$ cat config.mk
export PLATFORM = sky130hd
export DESIGN_NAME = npu_pe_sched
export DESIGN_NICKNAME = d
export VERILOG_FILES = /design/src/rtl/npu_pe_sched.sv
export SDC_FILE = /design/constraint.sdc
export NUM_CORES = 1
export LEC_CHECK = 0
export ABC_AREA = 1
export CORE_UTILIZATION = 35
export CTS_BUF_LIST = sky130_fd_sc_hd__clkbuf_8
export DETAILED_ROUTE_END_ITERATION = 16
export PLACE_DENSITY = 0.63
export SETUP_SLACK_MARGIN = 0.05
export SLEW_MARGIN = 40
export SYNTH_ARGS = -nofsm -noshare
export SYNTH_HDL_FRONTEND = slang
export SYNTH_SLANG_ARGS = --single-unit
$ cat constraint.sdc
create_clock -name CLK -period 2.9 [get_ports CLK]
set_clock_uncertainty 0.1 [all_clocks]
set_input_delay 0.435 -clock CLK [delete_from_list [all_inputs] [get_ports CLK]]
set_output_delay 0.435 -clock CLK [all_outputs]
set_load 0.01 [all_outputs]
$ cat src/rtl/npu_pe_sched.sv
// npu_pe_sched: input loader, weight issue and result tagging for one PE chain.
// Optional busy-cycle counter on perf_cycles when NPU_SCHED_PERF_EN is defined.
module npu_pe_sched #(
   parameter int NUM_PE     = 8,
   parameter int RESULT_LAT = 4,
   parameter int ADDR_W     = 10,
   parameter int NIDX_W     = 8
) (
   input  logic              CLK,
   input  logic              npu_rst,
   input  logic              cfg_start,
   input  logic [4:0]        cfg_num_inputs,
   input  logic [NIDX_W-1:0] cfg_num_neurons,
   input  logic [ADDR_W-1:0] cfg_wbase,
   input  logic              in_valid,
   input  logic [15:0]       in_data,
   output logic              in_ready,
   output logic [15:0]       pe_data_out,
   output logic [NUM_PE-1:0] pe_wren,
   output logic              pe_en,
   output logic              weight_rd_en,
   output logic [ADDR_W-1:0] weight_rd_addr,
   output logic              acc_valid,
   output logic [NIDX_W-1:0] acc_neuron,
   output logic              busy,
   output logic              done,
   output logic              err,
   output logic [31:0]       perf_cycles
);

   typedef enum logic [2:0] {
      S_IDLE, S_LOAD, S_COMPUTE, S_DRAIN, S_DONE
   } state_t;

   localparam logic [RESULT_LAT-1:0] TAIL =
      RESULT_LAT'(1) << (RESULT_LAT - 1);

   state_t              r_state;
   state_t              w_next;
   logic [4:0]          r_num_inputs;
   logic [4:0]          r_load_cnt;
   logic [NIDX_W-1:0]   r_num_neurons;
   logic [NIDX_W-1:0]   r_neuron_cnt;
   logic [ADDR_W-1:0]   r_wbase;
   logic                r_err;
   logic [RESULT_LAT-1:0] r_vld;
   logic [NIDX_W-1:0]   r_idx [RESULT_LAT];
   logic                w_start;
   logic                w_bad;
   logic                w_hs;
   logic                w_last_in;
   logic                w_last_nrn;
   logic                w_drained;

   assign w_start    = (r_state == S_IDLE) && cfg_start;
   assign w_bad      = (cfg_num_inputs == 5'd0)
                    || (cfg_num_inputs > 5'(NUM_PE))
                    || (cfg_num_neurons == '0);
   assign w_hs       = (r_state == S_LOAD) && in_valid;
   assign w_last_in  = w_hs && (r_load_cnt == r_num_inputs - 5'd1);
   assign w_last_nrn = r_neuron_cnt == r_num_neurons - NIDX_W'(1);
   // Issue is gap-free, so once only the tail is set it is the last result.
   assign w_drained  = r_vld == TAIL;

   assign in_ready     = r_state == S_LOAD;
   assign weight_rd_en = r_state == S_COMPUTE;
   assign pe_en        = (r_state == S_LOAD) || (r_state == S_COMPUTE)
                      || (r_state == S_DRAIN);
   assign busy         = r_state != S_IDLE;
   assign done         = r_state == S_DONE;
   assign err          = r_err;
   assign acc_valid    = r_vld[RESULT_LAT-1];
   assign acc_neuron   = r_idx[RESULT_LAT-1];

   always_comb begin
      w_next         = r_state;
      pe_data_out    = '0;
      pe_wren        = '0;
      weight_rd_addr = '0;
      unique case (r_state)
         S_IDLE: begin
            if (cfg_start) w_next = w_bad ? S_DONE : S_LOAD;
         end
         S_LOAD: begin
            if (w_hs) begin
               pe_data_out = in_data;
               pe_wren     = NUM_PE'(1) << r_load_cnt;
            end
            if (w_last_in) w_next = S_COMPUTE;
         end
         S_COMPUTE: begin
            weight_rd_addr = r_wbase + ADDR_W'(r_neuron_cnt);
            if (w_last_nrn) w_next = S_DRAIN;
         end
         S_DRAIN: begin
            if (w_drained) w_next = S_DONE;
         end
         S_DONE:  w_next = S_IDLE;
         default: w_next = S_IDLE;
      endcase
   end

   always_ff @(posedge CLK) begin
      if (npu_rst) begin
         r_state       <= S_IDLE;
         r_num_inputs  <= '0;
         r_num_neurons <= '0;
         r_wbase       <= '0;
         r_load_cnt    <= '0;
         r_neuron_cnt  <= '0;
         r_err         <= 1'b0;
      end else begin
         r_state <= w_next;
         if (w_start) begin
            r_num_inputs  <= cfg_num_inputs;
            r_num_neurons <= cfg_num_neurons;
            r_wbase       <= cfg_wbase;
            r_load_cnt    <= '0;
            r_neuron_cnt  <= '0;
            r_err         <= w_bad;
         end
         if (w_hs) r_load_cnt <= r_load_cnt + 5'd1;
         if (r_state == S_COMPUTE)
            r_neuron_cnt <= r_neuron_cnt + NIDX_W'(1);
      end
   end

   always_ff @(posedge CLK) begin
      if (npu_rst) begin
         r_vld <= '0;
         for (int i = 0; i < RESULT_LAT; i++) r_idx[i] <= '0;
      end else begin
         r_vld[0] <= weight_rd_en;
         r_idx[0] <= r_neuron_cnt;
         for (int i = 1; i < RESULT_LAT; i++) begin
            r_vld[i] <= r_vld[i-1];
            r_idx[i] <= r_idx[i-1];
         end
      end
   end

`ifdef NPU_SCHED_PERF_EN
   logic [31:0] r_perf;

   always_ff @(posedge CLK) begin
      if (npu_rst || w_start) r_perf <= '0;
      else if (busy && (r_perf != 32'hFFFF_FFFF)) r_perf <= r_perf + 32'd1;
   end

   assign perf_cycles = r_perf;
`else
   assign perf_cycles = '0;
`endif

endmodule

---- Word-level counts from Yosys, hierarchy flattened ----
Memories as Yosys holds them, arrays and structs flattened.
Index checks and enable logic that the tools add are counted.
word-level totals
  memories kept ........................... 1
  register bits ........................... 44
  bits in writable memories ............... 32
memory list
  memory  depth  bits a word  rd ports  clocked after memory_dff  wr ports  line  RTL
  r_idx   4      8            4         0                         4         47    logic [NIDX_W-1:0] r_idx [RESULT_LAT];
operators by class
  reduce and logical (&&, ||, !) cells .... 14
  eq/ne operators ......................... 11
  bitwise logic cells ..................... 4
  add/sub/neg operators ................... 5
  shift-type cells ........................ 1
  multiplexer cells ....................... 22
  $lt $le $gt $ge ......................... 1
operators with widths
  cell                                                                              count
  8-bit 2-to-1 mux                                                                  8
  16-bit 2-to-1 mux                                                                 2
  3-bit 2-to-1 mux                                                                  5
  3-bit one-hot mux with 4 select lines                                             1
  10-bit by 8-bit adder with 10-bit output                                          1
  10-bit 2-to-1 mux                                                                 1
  5-bit 2-to-1 mux                                                                  2
  8-bit by 1-bit adder with 8-bit output (second input constant)                    1
  8-bit == test                                                                     1
  8-bit zero test                                                                   1
  1-bit by 5-bit << shifter with 8-bit output (first input constant)                1
  8-bit by 1-bit subtractor with 8-bit output (second input constant)               1
  3-bit by 2-bit == test with 1-bit output (second input constant)                  2
  5-bit by 1-bit adder with 5-bit output (second input constant)                    1
  5-bit == test                                                                     1
  5-bit by 4-bit greater-than comparator with 1-bit output (second input constant)  1
  5-bit zero test                                                                   1
  5-bit by 1-bit subtractor with 5-bit output (second input constant)               1
  4-bit == test (second input constant)                                             1
  1-bit logical OR                                                                  4
  2-bit by 1-bit inequality test with 1-bit output (second input constant)          2
  2-bit inequality test (second input constant)                                     2
  1-bit bitwise OR                                                                  4
  4-bit AND reduction                                                               1
  7 further kinds                                                                   12

---- Longest topological paths before layout ----
Gate-level depths: netlist of the first run.
  word-level depth ........................ 6
  mapped depth ............................ 13

---- Worst setup path before layout of the first run ----
Ideal clock, no wire load.
  path kind ............................... register -> output
  start point ............................. reg r_neuron_cnt[0]
  end point ............................... out weight_rd_addr[6]
  setup slack ............................. 734 ps
  data arrival time ....................... 1631 ps
  buffers on the path ..................... 0
  required time ........................... 2365 ps
  stages on the path, launching flop included .. 11
  cells stage by stage .................... dfxtp_1 -> ha_1 -> inv_1 -> fa_1 -> inv_1 -> nand3_1 -> nand2_1 -> nand2_1 -> nand2_1 -> a21oi_1 -> a21oi_1
between the ends
  cells in the longest elaborated chain, start to end .. 2
ends and longest elaborated chain
  item                                      line  RTL
  start, declared                           43    logic [NIDX_W-1:0] r_neuron_cnt;
  start signal, assigned                    124   r_neuron_cnt <= r_neuron_cnt + NIDX_W'(1);
  10-bit by 8-bit adder with 10-bit output  92    weight_rd_addr = r_wbase + ADDR_W'(r_neuron_cnt);
  10-bit 2-to-1 mux                         80    unique case (r_state)
  end, declared                             22    output logic [ADDR_W-1:0] weight_rd_addr,
Every way passes these cells.

---- Worst setup path in the final report of the first run ----
Ends and elaborated chain as after synthesis.

==> flow_metrics.tcl, run 1 <==
set metrics [dict create \
    status "completed" \
    overflow 0 \
    reg2reg_depth 8 \
    report.power.total_mw 3.59 \
    wl_per_cell_um 11.4 \
    clock_path_buffers 2 \
    whs_ps 291 \
    drv_slew 0 \
    diodes 0 \
    fin_nets 746 \
    place.port_buffers 91 \
    finalHoldViolCount 0 \
    die_x_um 110 \
    finalCritPeriodShare_pct 94.8 \
    endpoint "weight_rd_addr[6]" \
    critPathCaptureType "primary output" \
    drt_iter0_markers 192 \
    drive_gt1_share_pct 8.49 \
    synth_cell_types 37 \
    cts_hold_buf 0 \
    gp_congestion 0.957 \
    cts_max_level 3 \
    reg2reg_slack_ps 780 \
    numClockSinks 76 \
    r2r_start "r_state[0]" \
    cap_viol_max_count 0 \
    first_pass_iters 5 \
    cts_tree "yes" \
    pwr_density_cell_nw_per_um2 684 \
    drc 0 \
    worstPathArrival_ps 2210 \
    antenna_found_initial 0 \
    setup-violations-final 0 \
    seq_area_frac_synth_pct 37.3 \
    worstSetupPathType "flip-flop to primary output" \
    relSlewSlack_pct 62.5 \
    antenna_left 0 \
    crit_fanout 4 \
    rsz0062_at_grt "yes" \
    cp-startpoint "r_neuron_cnt[0]" \
    p_leak_nw 2.30 \
    core_um2 11400 \
    io_pins 124 \
    post-route-min-period_ps 2750 \
    synth_area_um2 4080 \
    syn_inst 602 \
    start_util_pct 35.9 \
    hp-class "flip-flop to flip-flop" \
    synth_seq_cells 76 \
    worstSkewPairLatency_ps 360 \
    ys_warn_count 0 \
    cts_made_buffers 9 \
    ir_drop_uv 349 \
    wl_um 9570 \
    max_freq_ghz 0.364 \
    syn_to_final_growth_pct 28.8 \
    required_ps 2370 \
    cp-start-kind "flip-flop" \
    track_usage_pct 16.5 \
    timing.rr.end "r_num_neurons[5]" \
    hpwl_um 7250 \
    grt_pass1_wl_um 15500 \
    avgSynthCellArea_um2 6.78 \
    vias_per_cell 4.57 \
    die-area_um2 12100 \
    num_vias 3828 \
    grt_max_degree 42 \
    dpl.cell_count 821 \
    path_clk_slew_ps 100 \
    grt_pass1_vias 3490 \
    finalSetupTns_ps 0 \
    floorplan.rows 39 \
    cts-root-buf "clkbuf_8" \
    fp.dieH_um 110 \
    fin_cells 838 \
    tightest_slew_ps 562 \
]
-- worst min-delay path by stage --
stage | start | to | slack (ps) | cells after the start
2_1_floorplan | r_idx[0][2] | r_idx[0][10] | 290 | 2
3_3_place_gp | r_idx[0][19] | r_idx[0][27] | 290 | 2
3_5_place_dp | r_idx[0][13] | r_idx[0][21] | 290 | 2
4_1_cts | r_idx[0][0] | r_idx[0][8] | 290 | 2
5_1_grt | npu_rst | r_idx[0][26] | 290 | 2
6_report | r_idx[0][0] | r_idx[0][8] | 290 | 2
-- flip-flops by register name (all words and copies together), names as in the netlist --
signal and flops:
r_num_inputs 5, r_wbase 10, r_load_cnt 5, r_neuron_cnt 8
r_num_neurons 8, err 1, r_state 3, r_vld 4
r_idx 32
-- synthesized netlist by cell type --
master | count | area share (%)
nand2_1 | 103 | 9.5
inv_1 | 97 | 8.9
nor2_1 | 97 | 8.9
dfxtp_1 | 76 | 37
a21oi_1 | 49 | 6.0
nand3_1 | 43 | 5.3
buf_4 | 41 | 7.5
o21ai_0 | 30 | 3.7
ha_1 | 12 | 3.7
buf_2 | 7 | 0.86
clkbuf_1 | 5 | 0.46
xor2_1 | 4 | 0.86
a31oi_1 | 3 | 0.46
inv_2 | 3 | 0.28
nor2_2 | 3 | 0.46
nor3_1 | 3 | 0.37
buf_1 | 2 | 0.18
clkbuf_2 | 2 | 0.25
nor2_4 | 2 | 0.55
nor3_2 | 2 | 0.49
xnor2_1 | 2 | 0.43
a21boi_0 | 1 | 0.18
a21o_1 | 1 | 0.18
a22o_1 | 1 | 0.21
a32o_1 | 1 | 0.25
a32oi_1 | 1 | 0.21
a41oi_1 | 1 | 0.21
buf_6 | 1 | 0.28
conb_1 | 1 | 0.092
fa_1 | 1 | 0.49
nand2b_1 | 1 | 0.15
nand3_4 | 1 | 0.43
nand4_1 | 1 | 0.15
nor4_1 | 1 | 0.15
o21a_1 | 1 | 0.18
o21bai_1 | 1 | 0.18
o22ai_1 | 1 | 0.15
-- report_power, final --
group | internal, mW | switching [mW]
clock | 0.333 | 0.450
combinational | 0.602 | 0.893
sequential | 1.19 | 0.129
total | 2.12 | 1.47
-- metrics by stage --
stage / worst slack [ps] / utilization, % / cell area (um^2)
after global routing: 7.96 / 46.2 / 5250
after CTS: 59.3 / 46.0 / 5230
after global placement: 104 / 43.8 / 4980
final: 151 / 46.2 / 5250
after floorplan: 734 / - / 4200
after detailed placement: 101 / 43.8 / 4980
-- kinds of logic (layout without fill, tap and decap cells) --
group           after synthesis  after routing  share of synthesized area [%]
xor+xnor                      6              6                           1.29
buf+inv                     158            220                           18.8
simple gates                257            257                           26.4
other cells                   1             32                         0.0919
fa+ha+maj                    13             13                           4.17
compound gates               91             91                           11.9
flops                        76             76                           37.3
-- what timing repair did --
action | 4_1_cts | 5_1_grt
gates cloned | 0 | 0
pin swaps | 0 | 1
setup endpoints to repair | 7 | 6
buffers inserted | 0 | 1
resized for setup | 18 | 12
-- cell usage in the layout (no fill, tap or decap), drive strengths merged, types with 2 or more instances in the layout --
cell | synthesis | final
a21oi | 49 | 49
xor2 | 4 | 4
nand2 | 103 | 103
inv | 100 | 105
a31oi | 3 | 3
nor3 | 5 | 5
buf | 51 | 14
clkbuf | 7 | 10
dlygate4sd2 | 0 | 3
nand3 | 44 | 44
nor2 | 102 | 102
dfxtp | 76 | 76
xnor2 | 2 | 2
ha | 12 | 12
clkdlybuf4s50 | 0 | 84
o21ai | 30 | 30
conb | 1 | 32
-- metal layers --
layer | track usage, % | share of wire (%) | up-vias
li1 | - | - | 1975
met1 | 20.2 | 43 | 1679
met2 | 26.8 | 46 | 159
met3 | 4.86 | 9.0 | 15
met4 | 7.14 | 1.7 | 0
met5 | 0 | 0 | -
-- worst max-delay path, cell delays in order (launching register included) --
cell	delay (ps)
dfxtp_4	380
ha_4	160
inv_1	50
fa_1	370
inv_2	70
nand3_1	80
nand2_2	110
nand2_1	50
nand2_1	50
a21oi_1	70
o21ai_0	160
a21oi_1	60
clkdlybuf4s15_1	230
-- cell type report --
cell class / count / area (um^2)
tap: 143 / 179
sequential: 76 / 1530
clock inverter: 7 / 65.1
multi-input combinational: 399 / 1980
clock buffer: 9 / 124
inverter: 100 / 375
fill: 1182 / 6120
timing repair buffer: 104 / 997
(Power assumes the default switching activity.)
==> inputs of run 2 (changes only) <==
Settings changed: CTS_CLUSTER_DIAMETER set to 30, PLACE_DENSITY 0.63 to 0.74.
==> flow_metrics.tcl, run 2 (synthesized netlist as in run 1, its figures left out) <==
set metrics [dict create \
    diodes 0 \
    worstPathArrival_ps 2170 \
    grt_max_degree 34 \
    reg_top3 "r_idx x32, r_wbase x10" \
    wl_per_cell_um 11.0 \
    antenna_left 0 \
    slowest_stage "clkdlybuf4s50_1" \
    grt_pass1_wl_um 15200 \
    cpPeakStageDelay_ps 570 \
    ir_drop_uv 404 \
    report.power.total_mw 3.62 \
    grt_pass1_vias 3399 \
    cp-start-kind "flip-flop" \
    num_vias 3748 \
    fp.dieH_um 110 \
    p_leak_nw 2.36 \
    drv_slew 0 \
    cts_hold_buf 0 \
    io_pins 124 \
    layout_common_cells "102 x nand2_1, 96 x nor2_1, 95 x inv_1, 83 x clkdlybuf4s50_1, 68 x dfxtp_1" \
    overflow 0 \
    rsz0062_at_grt "no" \
    crit_chain "nor3_2, buf_6, clkinvlp_4, buf_12, nor2_1, clkdlybuf4s50_1" \
    clock_path_buffers 2 \
    cp-startpoint "r_state[0]" \
    finalWorstSetupSlack_ps 192 \
    cts_max_level 3 \
    utilization_pct 46.7 \
    n_fill_cell 1155 \
    die-area_um2 12100 \
    core_um2 11400 \
    finalSetupTns_ps 0 \
    place_area_um2 4980 \
    required_ps 2370 \
    layout_commonest_cell "nand2_1" \
    start_util_pct 35.9 \
    dp_slack_ps 121 \
    syn_to_final_growth_pct 30.1 \
    cap_viol_max_count 0 \
    status "completed" \
    relSlewSlack_pct 61.7 \
    multi_input_area_um2 1980 \
    die_x_um 110 \
    drc 0 \
    drt_iter0_markers 255 \
    drive_gt1_share_pct 9.30 \
    cts_made_buffers 9 \
    post-route-min-period_ps 2710 \
    min-delay-start "r_idx[0][19]" \
    design_area_um2 5310 \
    finalHoldViolCount 0 \
    fin_nets 750 \
    track_usage_pct 16.2 \
    largest_reg_flops 32 \
    hpwl_um 6630 \
    setup-violations-final 0 \
    regArea_um2 1530 \
    place.port_buffers 91 \
    regMostFlops "r_idx" \
    critPathCaptureType "primary output" \
    worstSetupPathType "flip-flop to primary output" \
    antenna_found_initial 0 \
    first_pass_iters 5 \
    wl_um 9220 \
    cts_tree "yes" \
    cts-root-buf "clkbuf_8" \
    numClockSinks 76 \
    path_clk_slew_ps 90 \
    r2r_start "r_state[0]" \
    fin_cells 842 \
    gp_congestion 0.910 \
    whs_ps 298 \
    worstSkewPairLatency_ps 360 \
    dpl.cell_count 821 \
    vias_per_cell 4.45 \
    max_freq_ghz 0.369 \
    finalCritPeriodShare_pct 93.4 \
    floorplan.rows 39 \
    pwr_density_cell_nw_per_um2 683 \
    crit_fanout 14 \
    hp-class "flip-flop to flip-flop" \
    tightest_slew_ps 573 \
]
## run 2: layout make-up
cell class | instances | share of cell area (%)
Inverter | 100 | 7.15
Timing Repair Buffer | 108 | 19.8
Clock buffer | 9 | 2.33
Sequential cell | 76 | 28.9
Multi-Input combinational cell | 399 | 37.3
Tap cell | 143 | 3.37
Clock inverter | 7 | 1.18
## run 2: worst paths after layout
check	to	slack, ps	depth (start not counted)
worst max register to register	r_load_cnt[4]	740	9
worst min register to register	r_idx[0][27]	300	2
worst max-delay path	weight_rd_addr[0]	190	6
worst min-delay path	r_idx[0][27]	300	2
## run 2: timing repair
item / 4_1_cts / 5_1_grt
pin swaps: 0 / 1
gates resized for setup: 17 / 18
setup buffers: 0 / 5
endpoints found under the setup margin: 7 / 8
## run 2: metal layers
layer  vias to the layer above  track usage, %  part of all wire [%]
met4                         0            3.90                   1.1
li1                       1981               -                     -
met3                        12            4.27                   7.4
met5                         -               0                     0
met1                      1597            19.8                    46
met2                       158            28.0                    45
## run 2: worst max-delay path: cells and delay by family (launching register included)
| family | cells | cell delay [ps] |
|---|---|---|
| buf+inv | 4 | 1070 |
| flops | 1 | 380 |
| simple gates | 2 | 360 |
## run 2: power breakdown
group          switching (mW)  internal, mW
Combinational           0.897         0.627
Clock                   0.449         0.332
Sequential              0.130          1.19
Total                    1.48          2.15
==> inputs of run 3 (changes only) <==
Settings changed: CORE_MARGIN set to 5, CORE_UTILIZATION 35 to 53, PLACE_DENSITY 0.74 to 0.95.
==> flow_metrics.tcl, run 3 (synthesized netlist as in run 1, its figures left out) <==
set metrics [dict create \
    status "completed" \
    place.port_buffers 91 \
    overflow 0 \
    worstPathArrival_ps 2280 \
    cap_viol_max_count 0 \
    drive_gt1_share_pct 8.38 \
    finalSetupTns_ps 0 \
    antenna_found_initial 0 \
    ir_drop_uv 556 \
    finalHoldViolCount 0 \
    design_area_um2 5220 \
    worstSkewPairLatency_ps 360 \
    cp-start-kind "flip-flop" \
    post-route-min-period_ps 2810 \
    io_pins 124 \
    reg2reg_depth 8 \
    relSlewSlack_pct 56.1 \
    layout_common_cells "102 x nand2_1, 96 x inv_1, 96 x nor2_1, 84 x clkdlybuf4s50_1, 68 x dfxtp_1" \
    worstSetupPathType "flip-flop to primary output" \
    regMostFlops "r_idx" \
    wl_um 9980 \
    fp.dieH_um 97.7 \
    multi_input_area_um2 2000 \
    path_clk_slew_ps 90 \
    grt_max_degree 37 \
    setup-violations-final 0 \
    fin_nets 743 \
    floorplan.rows 32 \
    diodes 0 \
    track_usage_pct 20.3 \
    hp-class "flip-flop to flip-flop" \
    vias_per_cell 4.95 \
    max_freq_ghz 0.356 \
    grt_pass1_vias 3564 \
    numClockSinks 76 \
    whs_ps 303 \
    place_area_um2 4910 \
    critPathCaptureType "primary output" \
    largest_reg_flops 32 \
    drv_slew 0 \
    clock_path_buffers 2 \
    cts_setup_buffers 0 \
    antenna_left 0 \
    layout_commonest_cell "nand2_1" \
    cts-root-buf "clkbuf_8" \
    hpwl_um 7470 \
    regArea_um2 1540 \
    die_x_um 97.7 \
    n_fill_cell 613 \
    cts_max_level 3 \
    grt_pass1_wl_um 16200 \
    first_pass_iters 5 \
    required_ps 2370 \
    report.power.total_mw 3.63 \
    syn_to_final_growth_pct 27.9 \
    num_vias 3927 \
    p_leak_nw 2.32 \
    core_um2 7610 \
    die-area_um2 9550 \
    worstHoldPathCells 2 \
    wl_per_cell_um 12.6 \
    start_util_pct 53.6 \
    reg_top3 "r_idx x32, r_wbase x10" \
    pwr_density_cell_nw_per_um2 696 \
    cts_hold_buf 0 \
    crit_fanout 5 \
    rsz0062_at_grt "yes" \
    cts_made_buffers 9 \
    finalCritPeriodShare_pct 97.0 \
    drt_iter0_markers 143 \
    cts_tree "yes" \
    gp_congestion 1.03 \
    drc 0 \
    tightest_slew_ps 659 \
]
run 3: area by class of cell:
| cell class | count | area share [%] |
|---|---|---|
| inverters | 100 | 7.20 |
| multi-input cells | 399 | 38.4 |
| well taps | 102 | 2.45 |
| clock inverters | 7 | 1.30 |
| clock buffers | 9 | 2.37 |
| repair buffers | 101 | 18.8 |
| flip-flops and latches | 76 | 29.5 |
run 3: final timing paths:
check / from / slack, ps / to
worst max-delay path: r_neuron_cnt[0] / 90 / weight_rd_addr[6]
worst min-delay path: r_idx[0][13] / 300 / r_idx[0][21]
worst max register to register: r_state[0] / 1020 / r_neuron_cnt[4]
worst min register to register: r_idx[0][13] / 300 / r_idx[0][21]
run 3: stage by stage:
stage	worst slack (ps)	std cells	utilization, %
3_3_place_gp	141	778	64.6
2_1_floorplan	734	633	-
3_5_place_dp	100	778	64.6
4_1_cts	54.5	794	68.0
5_1_grt	-55.3	794	68.6
6_report	88.1	794	68.6
run 3: critical path, cell delays in order, from the launching register on:
cell           delay (ps)
dfxtp_4               390
ha_4                  160
inv_1                  50
fa_1                  350
inv_1                  90
nand3_1                90
nand2_2               110
nand2_1                60
nand2_1                60
a21oi_1                80
o21ai_1               130
a21oi_1                50
dlygate4sd2_1         290
run 3: per-layer routing:
layer,GRT usage (%),share of wire [%]
met2,35.3,49
met1,23.7,40
met5,0,0
met4,7.88,2.0
met3,5.53,8.4
run 3: power breakdown:
| part | switching, mW | total, mW | internal [mW] | leakage, nW |
|---|---|---|---|---|
| registers | 0.137 | 1.32 | 1.19 | 0.622 |
| clock network | 0.469 | 0.805 | 0.336 | 0.0962 |
| logic | 0.906 | 1.50 | 0.594 | 1.60 |
run 3: repair_timing:
action | in CTS | in global routing
hold endpoints to repair | 0 | 0
endpoints found under the setup margin | 7 | 5
gates resized for setup | 21 | 12
pin swaps | 0 | 0
==> variant 1, RTL diff (config.mk and constraints of run 2) <==
Add a define of `NPU_SCHED_PERF_EN`.
--- a/src/rtl/npu_pe_sched.sv
+++ b/src/rtl/npu_pe_sched.sv
@@ -1,5 +1,7 @@
 // npu_pe_sched: input loader, weight issue and result tagging for one PE chain.
 // Optional busy-cycle counter on perf_cycles when NPU_SCHED_PERF_EN is defined.
+`define NPU_SCHED_PERF_EN
+
 module npu_pe_sched #(
    parameter int NUM_PE     = 8,
    parameter int RESULT_LAT = 4,
Function: changed (Yosys sat finds a counterexample within 4 cycles, from zero or initial values and one cycle with npu_rst high).
==> variant 1 against run 2 <==
- first-iteration DRC count grew 27%
- total power grew 25%
- worst hold slack lost 120 ps
- synthesized area grew 40%
- highest routed layer unchanged
- critical path type unchanged
- worst setup slack lost 35 ps
- synthesized cell count grew 40%
- clock power grew 31%
- sequential cell count grew 32
- design area grew 39%
- routed wire length grew 51%
- cell count grew 40%
- die area grew 39%
==> variant 1: results (changes against run 2) <==
initial DRC count: 325 (+27%)
Worst Tran Pin Value: 427 ps (-147 ps)
status: complete, no violations
DP Area: 0.00710 mm2 (+43%)
gpl congestion: 0.904 (-0.76%)
Crit Reg-Reg Startpoint: perf_cycles[0]
sink of the worst hold path: r_idx[0][25]
GRT Total Usage: 16.8% (+0.69 points)
detailed placement HPWL: 10,300 um (+55%)
max incr delay on CP: 330 ps (-240 ps)
sequential area share after synthesis: 38.0% (+0.69 points)
CP Capture Point: weight_rd_addr[9]
DR vias: 5,474 (+46%)
largest net degree at the start of global routing: 42 (+24%)
R2R setup slack: 680 ps (-60 ps)
Hold WC Path Type: in -> reg
hold slack: 174 ps (-124 ps)
static leakage: 2.91 nW (+23%)
worst-path maximum fanout: 5 (-9)
Routed wire per std cell: 11.8 um (+7.5%)
Max Fclk: 0.365 GHz (-1.3%)
mean post-synth cell area: 6.74 um2 (-0.47%)
first-pass GRT wire length: 22,500 um (+48%)
Hold Crit Start: npu_rst
number of global-route vias before repair: 4,868 (+43%)
Clock Latency Late Sink: 390 ps (+30 ps)
DP Worst Slack: 179 ps (+58.2 ps)
Reg2Reg Depth: 11 (+2)
port buffer count: 123 (+35%)
slowest CP cell: dfxtp_1
non-filler instance count after layout: 1,180 (+40%)
Worst R2R End: perf_cycles[20]
largest cells by area after synthesis: dfxtp_1 (38%), nand2_1 (13%), inv_1 (8.0%)
CP Launch Point: r_wbase[6]
Detailed Routing Iterations Pass 1: 6 (+1)
fraction of layout cells with a size suffix above 1: 8.09% (-1.2 points)
clock-pin slew on the worst setup and hold paths: 110 ps (+20 ps)
CP arrival: 2210 ps (+40 ps)
Netlist cell types: 46 (+24%)
variant 1: changes by cell type in the layout (fill, tap and decap cells not counted), sizes merged, moves of 9 or more:
cell,before,now
clkdlybuf4s50,83,115
dfxtp,76,108
a21oi,49,76
conb,32,0
nand4,1,12
nor2,102,128
xor2,4,15
nand2,103,197
inv,105,130
o21ai,30,39
nor3,5,23
variant 1: power by group:
group / total [mW] / internal, mW / switching (mW) / leakage [nW]
sequential: 1.77 / 1.63 / 0.133 / 0.877
combinational: 1.72 / 0.623 / 1.10 / 1.92
clock: 1.02 / 0.491 / 0.532 / 0.110
total: 4.51 / 2.75 / 1.76 / 2.91
variant 1: cells by family (layout without fill, tap and decap cells):
group / Yosys count / after routing / share of synthesized area [%]
AND/OR/NAND/NOR: 409 / 409 / 31.5
buffers and inverters: 161 / 281 / 11.7
AO/OA/AOI/OAI: 129 / 129 / 12.0
flip-flops: 108 / 108 / 38.0
XOR/XNOR: 23 / 23 / 3.54
adder cells (fa/ha/maj): 14 / 14 / 3.21
variant 1: area by class of cell:
cell class,instances,area [um2]
Clock buffer,9,124
Clock inverter,7,98.8
Fill cell,1612,8500
Inverter,130,488
Multi-Input combinational cell,575,2930
Sequential cell,108,2170
Tap cell,216,270
Timing Repair Buffer,135,1310
variant 1: per-layer routing:
layer | part of all wire, % | track usage, % | wire length [um]
met1 | 46 | 21.2 | 6440
met2 | 46 | 28.1 | 6400
met3 | 5.7 | 4.62 | 793
met4 | 1.8 | 5.13 | 255
met5 | 0 | 0 | 0
variant 1: timing repair:
item                                    CTS  global route
endpoints found under the setup margin    7             8
gates resized for setup                  12            13
pin swaps                                 0             1
==> variant 2, RTL diff (flow settings as in run 2) <==
Without the edit above. Encoding of `state_t`: now Gray code (3 bits for 5 states).
--- a/src/rtl/npu_pe_sched.sv
+++ b/src/rtl/npu_pe_sched.sv
@@ -29,7 +29,7 @@
 );
 
    typedef enum logic [2:0] {
-      S_IDLE, S_LOAD, S_COMPUTE, S_DRAIN, S_DONE
+      S_IDLE = 3'b000, S_LOAD = 3'b001, S_COMPUTE = 3'b011, S_DRAIN = 3'b010, S_DONE = 3'b110
    } state_t;
 
    localparam logic [RESULT_LAT-1:0] TAIL =
Function: no difference found for any inputs over 10 cycles, from zero or initial values and one cycle with npu_rst high; not proved beyond that.
==> variant 2 against run 2 <==
- sequential cell count unchanged
- sequential power fell by 4%
- worst setup slack improved by 25 ps
- routed wire length is 1.4% higher
- total power is 7.6% lower
- design area fell by 0.68%
- synthesized area down 0.12%
- critical path depth is 2 higher
- critical endpoint is now pe_wren[3]
==> variant 2: results (changes against run 2) <==
status: complete, no violations
internal power: 2.06 mW (-4.0%)
mean post-synth cell area: 6.88 um2 (+1.6%)
dpl cells: 812 (-1.1%)
fill count: 1,161 (+0.52%)
number of global-route vias before repair: 3,359 (-1.2%)
GR Util met3: 4.86% (+0.59 points)
Peak VDD IR: 0.000255 V (-37%)
Worst R2R End: r_num_inputs[4]
total CTS buffers: 9 (unchanged)
GRT Total Usage: 16.3% (+0.16 points)
R2R setup slack: 810 ps (+70 ps)
Netlist cell types: 37 (unchanged)
gpl congestion: 0.865 (-5.0%)
CP arrival: 2150 ps (-20 ps)
Routed wire per std cell: 11.3 um (+2.8%)
Hold WC Path Type: reg -> reg
slowest CP cell: clkdlybuf4s50_1
Reg2Reg Depth: 7 (-2)
worst-path maximum fanout: 7 (-7)
largest cells by area after synthesis: dfxtp_1 (37%), nand2_1 (8.7%), nor2_1 (8.6%)
Clock Latency Late Sink: 350 ps
GR Util met1: 20.2% (+0.40 points)
Synth Flop Type: dfxtp_1
fraction of layout cells with a size suffix above 1: 10.3% (+1.0 points)
static leakage: 2.24 nW (-5.0%)
CP Capture Point: pe_wren[3]
commonest cells in the synthesized netlist: nand2_1 (94), nor2_1 (93), inv_1 (91), dfxtp_1 (76), a21oi_1 (55)
initial DRC count: 175 (-31%)
drt total wl: 9350 um (+1.4%)
sequential area share after synthesis: 37.3% (+0.046 points)
Via-to-Cell Ratio: 4.44 (-0.26%)
detailed placement HPWL: 7020 um (+5.8%)
largest net degree at the start of global routing: 38 (+12%)
root buf cell: clkbuf_8
CP Launch Point: r_state[2]
met2 Use GR: 26.8% (-1.2 points)
NumNets Final: 738 (-1.6%)
clock-pin slew on the worst setup and hold paths: 80 ps
first-pass GRT wire length: 15,300 um (+0.41%)
CTS H-tree lvls: 3 (unchanged)
relative slew slack: 56.8% (-5.0 points)
-- variant 2: cell types whose count changed in the layout (fill, tap and decap cells not counted), sizes merged, moves of 3 or more --
cell | run 2 | this run
nand2 | 103 | 98
nand3 | 44 | 35
a21oi | 49 | 56
nor2 | 102 | 97
o21ai | 30 | 36
a31oi | 3 | 0
-- variant 2: area by class of cell --
cell class                 count  area, um2  area share (%)
clock buffer                   9        124            2.35
clock inverter                 7       82.6            1.57
inverter                     100        375            7.12
multi-input combinational    390       1970            37.3
sequential                    76       1530            29.0
tap                          143        179            3.40
timing repair buffer         105       1010            19.2
-- variant 2: power by group through the flow --
stage | Sequential [mW] | Clock, mW | Combinational (mW)
after CTS | 1.27 | 0.863 | 1.22
after floorplan | 1.26 | 0 | 0.915
final | 1.27 | 0.843 | 1.23
after detailed placement | 1.29 | 0 | 1.21
after global routing | 1.29 | 0.915 | 1.41
after global placement | 1.28 | 0 | 1.19
-- variant 2: cells by family after synthesis --
logic type,Yosys count,share of synthesized area [%]
other cells,1,0.0920
buf+inv,157,19.1
fa+ha+maj,13,4.18
xor+xnor,6,1.29
compound gates,99,12.8
flops,76,37.3
simple gates,240,25.2
-- variant 2: repair_timing --
| action | in CTS | in global routing |
|---|---|---|
| pin swaps | 1 | 1 |
| gates resized for setup | 21 | 11 |
| setup buffers | 0 | 2 |
| setup endpoints to repair | 6 | 12 |
-- variant 2: layer usage --
metal  vias to the layer above  share of wire, %  wire, um
li1                       1949                 -         -
met1                      1620                44      4140
met2                       104                49      4540
met3                        12               5.3       493
met4                         0               1.9       178
met5                         -                 0         0
-- variant 2: tightest hold or removal path, cell delays in order (launching register included) --
cell and delay, ps:
dfxtp_1 300, inv_1 40, nor2_1 30
-- variant 2: worst min-delay path by stage --
stage | slack (ps) | start | end | cells after the start
final | 300 | r_idx[0][19] | r_idx[0][27] | 2
after global routing | 320 | r_idx[0][12] | r_idx[0][20] | 2
after CTS | 300 | r_idx[0][17] | r_idx[0][25] | 2
after detailed placement | 290 | r_idx[0][17] | r_idx[0][25] | 2
after global placement | 290 | r_idx[0][3] | r_idx[0][11] | 2
after floorplan | 290 | r_idx[0][2] | r_idx[0][10] | 2
-- variant 2: through the flow --
step / instance area (um2) / utilization, % / worst slack [ps] / total power, mW / hold WS (ps)
after CTS: 5230 / 46.0 / 47.5 / 3.36 / 304
after global placement: 4960 / 43.6 / 106 / 2.47 / 289
after global routing: 5270 / 46.3 / 38.8 / 3.62 / 317
after detailed placement: 4960 / 43.6 / 74.3 / 2.49 / 292
final: 5270 / 46.3 / 218 / 3.35 / 303
after floorplan: 4190 / - / 546 / 2.18 / 288
